`src/rtl/regfile_sb.sv`:
```
// regfile_sb - parametrised pipeline register file with a pending-write
// scoreboard and a post-reset clear sequencer.
//
// Two combinational read ports with write-first bypass, one write port, and
// one pending bit per register that tells the ID stage a result is still in
// flight. After reset the array is zeroed one entry per cycle; ready rises
// once every entry has been cleared.
//
// Optional feature macro: REGFILE_ZERO_REG_EN
//   defined   : register 0 reads as zero, ignores writes, never goes pending
//   undefined : register 0 is an ordinary register
//
// Parameters:
//   DATA_W  data width in bits
//   DEPTH   number of registers (power of 2, >= 2)
//   ADDR_W  derived address width, $clog2(DEPTH)
//
// Ports:
//   clk     clock, all state updates on the rising edge
//   rst_n   synchronous active-low reset
//   rn1/rn2 read addresses          rd1/rd2   read data
//   pend1/pend2 read register has an outstanding write
//   we, wn, wd  writeback port
//   iss_en, iss_wn  issue of an instruction writing iss_wn
//   ready   array cleared, block accepting traffic
module regfile_sb #(
   parameter int DATA_W = 32,
   parameter int DEPTH  = 16,
   localparam int ADDR_W = $clog2(DEPTH)
) (
   input  logic              clk,
   input  logic              rst_n,
   input  logic [ADDR_W-1:0] rn1,
   input  logic [ADDR_W-1:0] rn2,
   output logic [DATA_W-1:0] rd1,
   output logic [DATA_W-1:0] rd2,
   output logic              pend1,
   output logic              pend2,
   input  logic              we,
   input  logic [ADDR_W-1:0] wn,
   input  logic [DATA_W-1:0] wd,
   input  logic              iss_en,
   input  logic [ADDR_W-1:0] iss_wn,
   output logic              ready
);

   localparam logic [ADDR_W-1:0] CLR_LAST = ADDR_W'(DEPTH - 1);

   typedef enum logic {INIT, RUN} state_t;

   state_t              state;
   logic [ADDR_W-1:0]   clr_cnt;
   logic [DEPTH-1:0]    pend;
   logic [DEPTH-1:0]    pend_nxt;
   logic [DATA_W-1:0]   mem [DEPTH];

   logic                wr_ok;
   logic                iss_ok;

`ifdef REGFILE_ZERO_REG_EN
   assign wr_ok  = we && (wn != '0);
   assign iss_ok = iss_en && (iss_wn != '0);
`else
   assign wr_ok  = we;
   assign iss_ok = iss_en;
`endif

   // Control: state, clear counter, ready and scoreboard.
   always_ff @(posedge clk) begin
      if (!rst_n) begin
         state   <= INIT;
         clr_cnt <= '0;
         pend    <= '0;
         ready   <= 1'b0;
      end else begin
         case (state)
            INIT: begin
               clr_cnt <= clr_cnt + ADDR_W'(1);
               if (clr_cnt == CLR_LAST) begin
                  state <= RUN;
                  ready <= 1'b1;
               end
            end
            RUN: begin
               pend <= pend_nxt;
            end
            default: state <= INIT;
         endcase
      end
   end

   // Clear before set: an issue in the same cycle as a writeback to the same
   // register is the younger producer and must stay outstanding.
   always_comb begin
      pend_nxt = pend;
      if (we)
         pend_nxt[wn] = 1'b0;
      if (iss_ok)
         pend_nxt[iss_wn] = 1'b1;
   end

   // Array: no reset on data; INIT zeroes one entry per cycle.
   always_ff @(posedge clk) begin
      if (rst_n) begin
         if (state == INIT)
            mem[clr_cnt] <= '0;
         else if (wr_ok)
            mem[wn] <= wd;
      end
   end

   function automatic logic [DATA_W-1:0] read_port(input logic [ADDR_W-1:0] rn);
      logic [DATA_W-1:0] val;
      if (state != RUN)
         val = '0;
`ifdef REGFILE_ZERO_REG_EN
      else if (rn == '0)
         val = '0;
`endif
      else if (we && (wn == rn))
         val = wd;
      else
         val = mem[rn];
      return val;
   endfunction

   // Issue visibility wins over a matching writeback so a back-to-back
   // dependent instruction stalls on the fresh producer.
   function automatic logic pend_port(input logic [ADDR_W-1:0] rn);
      logic val;
      if (state != RUN)
         val = 1'b0;
      else if (iss_ok && (iss_wn == rn))
         val = 1'b1;
      else if (we && (wn == rn))
         val = 1'b0;
      else
         val = pend[rn];
      return val;
   endfunction

   always_comb begin
      rd1   = read_port(rn1);
      rd2   = read_port(rn2);
      pend1 = pend_port(rn1);
      pend2 = pend_port(rn2);
   end

endmodule

```
`config.mk`:
```
export PLATFORM = sky130hd
export DESIGN_NAME = regfile_sb
export DESIGN_NICKNAME = d
export VERILOG_FILES = /design/src/rtl/regfile_sb.sv
export SDC_FILE = /design/constraint.sdc
export NUM_CORES = 1
export LEC_CHECK = 0
export BUFFER_PORTS_ARGS = -buffer_cell sky130_fd_sc_hd__buf_4
export CORE_ASPECT_RATIO = 1.2
export CORE_MARGIN = 1.5
export CORE_UTILIZATION = 60
export DETAILED_ROUTE_END_ITERATION = 12
export GPL_TIMING_DRIVEN = 0
export PLACE_DENSITY_LB_ADDON = 0.1
export SLEW_MARGIN = 10
export SYNTH_ARGS = -nofsm -noshare
export SYNTH_HDL_FRONTEND = slang
export SYNTH_SLANG_ARGS = --single-unit
```
`constraint.sdc`:
```
create_clock -name clk -period 4.05 [get_ports clk]
set_input_delay 0.6075 -clock clk [delete_from_list [all_inputs] [get_ports clk]]
set_output_delay 0.6075 -clock clk [all_outputs]
set_load 0.005 [all_outputs]
```
Word-level counts from Yosys, hierarchy flattened
Memory sizes are Yosys's and may differ from the RTL's. Cells that the tools add are included.

Add/sub/neg operators: 1. Order comparisons: 6. Equal/unequal tests: 5. Muxes and demuxes: 32. Bitwise operators: 4. Reductions and logical operators: 8.

Operators by type and width (count): two-way mux 32 bit (5); two-way mux 16 bit (2); OR reduction 32 bit (1); less-than comparator 4 x 5 -> 1 bit (second input constant) (4); two-way mux 1 bit (20); AND 16 bit (1); equality test 4 bit (4); inverter 16 bit (1); bitwise OR 16 bit (1); binary-select mux 1 bit (select 4 bit) (2); demux 1 bit (select 4 bit) (2); greater-or-equal comparator 4 x 1 -> 1 bit (second input constant) (2); logical AND 1 bit (6); adder 4 x 1 -> 4 bit (second input constant) (1); equality test 4 bit (second input constant) (1); two-way mux 4 bit (1); AND reduction 2 bit (1); inverter 1 bit (1).

Bits in registers: 22. Memory bits (writable): 512. Bits of input ports: 52. Word-level logic and storage cells: 61. Memories kept: 1.

Memories: mem (words 16, bits a word 32, read ports 2, clocked after Yosys merged registers in 0, wr ports 1, line 55) `logic [DATA_W-1:0] mem [DEPTH];`.

Longest topological paths before layout
Depth in word-level cells: 9. Depth in mapped cells: 7.

Least setup slack after synthesis
OpenSTA, ideal clock, no wires.

Path kind: input to register. Start point: input rst_n. End point: memory mem[13][0] (enable). Library setup time: 421 ps. Arrival time: 3047 ps. Required time: 3629 ps. Setup slack: 582 ps. Stages: 6. Path through: clkbuf_1 -> and3_1 -> buf_2 -> mux2i_1 -> or3b_1 -> nor2_1.

Word-level cells in the longest chain between the ends: 4.

Ends and longest elaborated chain: from (decl) (line 32) `input logic rst_n,`; two-way mux 1 bit (line 104) `if (rst_n) begin`; two-way mux 1 bit (implied by the code) (line 108) `mem[wn] <= wd;`; OR reduction 32 bit (no source line); two-way mux 4 bit (no source line) / two-way mux 1 bit (equally long branches); to (decl) (line 55).

Several ways; a longest one is shown, not always the timed one.

Worst setup path after layout
Start point: input rn1[3]. End point: output rd1[13].

Word-level cells in the longest chain between the ends: 4.

Ends and longest elaborated chain: from (decl) (line 33) `input logic [ADDR_W-1:0] rn1,`; branches (longest 2 deep; another with memory (16 x 32 bit)); two-way mux 32 bit (*) (line 120) `else if (we && (wn == rn))`; two-way mux 32 bit (*) (line 114) `if (state != RUN)`; to (decl) (line 35) `output logic [DATA_W-1:0] rd1,`.

Mark *: on every way between the ends.

==> flow_metrics.tcl <==
set metrics [dict create \
    syn_area_sq_um 25400 \
    die_h_um 228 \
    finalNetCount 1599 \
    hold_class "in -> reg" \
    grt_pass1_vias 16092 \
    required_ns 3.44 \
    detail_route.wirelength_um 70800 \
    setup_viol 0 \
    synth_fp_nets 1425 \
    clockBufferDepth 3 \
    grt_use_met2 0.555 \
    clkTransAtPathRegs_ns 0.06 \
    placedCellCount 2038 \
    clock-sinks 534 \
    final_common_cell "edfxtp_1" \
    grt-ovfl-total 0 \
    whs_path_depth 2 \
    finalPower_uw 11600 \
    cts_resized 0 \
    path_cells "buf_2 > buf_2 > clkbuf_1 > mux4_2 > a22oi_1 > nand2_1 > a22o_1 > buf_4" \
    fin_cells 2129 \
    vdd_ir_drop_max_mv 0.380 \
    path_class "in -> out" \
    cp_slowest_stage_delay_ns 0.88 \
    crit_family "buffers and inverters" \
    p_leak_uw 0.0104 \
    layout_common_cells "edfxtp_1 (512), mux4_2 (264), a22oi_1 (128)" \
    tightest_slew_ns 1.14 \
    ff2ff_path_depth 9 \
    crit_arrival_ns 3.16 \
    period_needed_ns 3.77 \
    status "finished, final reports clean" \
    min_to "pend[15]" \
    drive_gt1_frac 0.332 \
    dp_slack_ns 0.375 \
    path_max_fanout 10 \
    power.density_nw_per_um2 401 \
    grt_max_degree 21 \
    fin_util 0.695 \
    dieArea_sq_um 43500 \
    io_pins 119 \
    syn2layout_area_growth_pct 14.4 \
    synth_warnings 0 \
    top_usage_layer "met2" \
    crit_cells 8 \
    numCtsBuffers 52 \
    gr-usage-met3 0.0586 \
    port-buffer-count 100 \
    yosysSeqAreaShare 0.624 \
    cts_htree_levels 2 \
    hold_violations 0 \
    drtIter0Drc 1778 \
    drv_cap 0 \
    ant_nets 0 \
    max_freq_mhz 265 \
    r2r_slack_ns 0.70 \
    endpoint_kind "primary output" \
    num_rows 82 \
    relSlewSlack 0.239 \
    place_congestion 0.821 \
    nFillCells 2683 \
    vias_per_cell 7.22 \
    rsz0062_at_grt "false" \
    path_buf_inv 4 \
    coreArea_sq_um 41800 \
    syn_inst 1372 \
    antenna_found_initial 0 \
    synth_cell_types 35 \
    met1_usage 0.438 \
    min_from "rst_n" \
    postCtsSetupBuffers 0 \
    synth-seq-cells 534 \
    holdBufCountCts 0 \
    firstDrtPassIters 6 \
    fin_setup_tns_ns 0 \
    slew_viol_final 0 \
    start_kind "input port" \
    reg2reg_from "state" \
    drt-wirelength-per-cell_um 33.3 \
    num_antenna_cells 0 \
    grt_usage 0.336 \
    cts_tree "yes" \
    timing.final.crit_share 0.931 \
    drc 0 \
    vias 15380 \
    cpMaxStageDelayCell "clkbuf_1" \
    synth.avg_cell_area_sq_um 18.5 \
    startpoint "rn1[3]" \
    dieWidth_um 191 \
    clk_latency_ns 0.62 \
    start_util 0.607 \
    fin_ws_ns 0.280 \
    cp_common_cell "buf_2" \
    hpwl_um 47100 \
    root_buffer "clkbuf_16" \
    r2r-end "mem[15][13]" \
    grt_pass1_wl_um 104000 \
    skew_ns 0.0178 \
]
## cells by family (layout without fill, tap and decap cells)
family | count (synthesis) | in the layout | synth area share
compound gates | 236 | 236 | 0.0711
xor+xnor | 19 | 19 | 0.00656
simple gates | 181 | 181 | 0.0348
mux | 272 | 272 | 0.238
flops | 534 | 534 | 0.624
fa+ha+maj | 1 | 1 | 0.000493
buf+inv | 129 | 340 | 0.0257
## cells in the mapped netlist, drive strengths merged
cell / number / area [sq um]
a21o: 2 / 15.0
xnor2: 9 / 78.8
or3b: 2 / 17.5
buf: 54 / 369
nor2b: 11 / 68.8
nor2: 21 / 78.8
nand3b: 5 / 37.5
nand2b: 1 / 6.26
and3: 2 / 12.5
edfxtp: 512 / 15400
a22oi: 128 / 961
o21ai: 16 / 80.1
o22ai: 1 / 6.26
clkbuf: 73 / 275
mux4: 264 / 5950
a31oi: 7 / 43.8
and4: 1 / 8.76
ha: 1 / 12.5
inv: 2 / 7.51
mux2i: 8 / 80.1
nor3: 4 / 20.0
nor4: 2 / 12.5
nand2: 77 / 289
and2: 37 / 231
nor3b: 4 / 30.0
dfxtp: 22 / 440
nand3: 14 / 70.1
a21boi: 18 / 135
a22o: 64 / 561
xor2: 10 / 87.6
## through the flow
step | hold slack [ns] | instance area, sq um
floorplan | 0.464 | 25400
finish | 0.433 | 29000
global route | 0.448 | 29000
CTS | 0.428 | 29000
global placement | 0.478 | 26800
detailed placement | 0.489 | 27400
## flip-flops by register name (all words and copies together) (netlist names)
name,count
clr_cnt,4
state,1
pend,16
mem,512
ready,1
## cell type report
type,count,area (sq um),area share
Clock buffer,61,1380,0.0475
Inverter,2,7.51,0.000259
Clock inverter,30,251,0.00867
Tap cell,546,683,0.0235
Timing Repair Buffer,120,1230,0.0423
Sequential cell,534,15800,0.545
Buffer,127,644,0.0222
Multi-Input combinational cell,709,9010,0.311
## per-layer routing
| metal | vias to the layer above | part of all wire |
|---|---|---|
| li1 | 6203 | - |
| met1 | 7972 | 0.36 |
| met2 | 983 | 0.50 |
| met3 | 222 | 0.093 |
| met4 | 0 | 0.050 |
| met5 | - | 0 |
## report_power, final
part,switching [uW],internal (uW)
clock network,2070,2670
logic,488,340
registers,27.6,6030
total,2590,9040
## how the worst max path moves through the flow
stage / endpoint
2_1_floorplan: mem[13][0]
3_3_place_gp: mem[6][14]
3_5_place_dp: rd2[14]
4_1_cts: rd2[14]
5_1_grt: rd1[19]
6_report: rd1[13]
No activity file was read; power rests on OpenSTA's default activity.
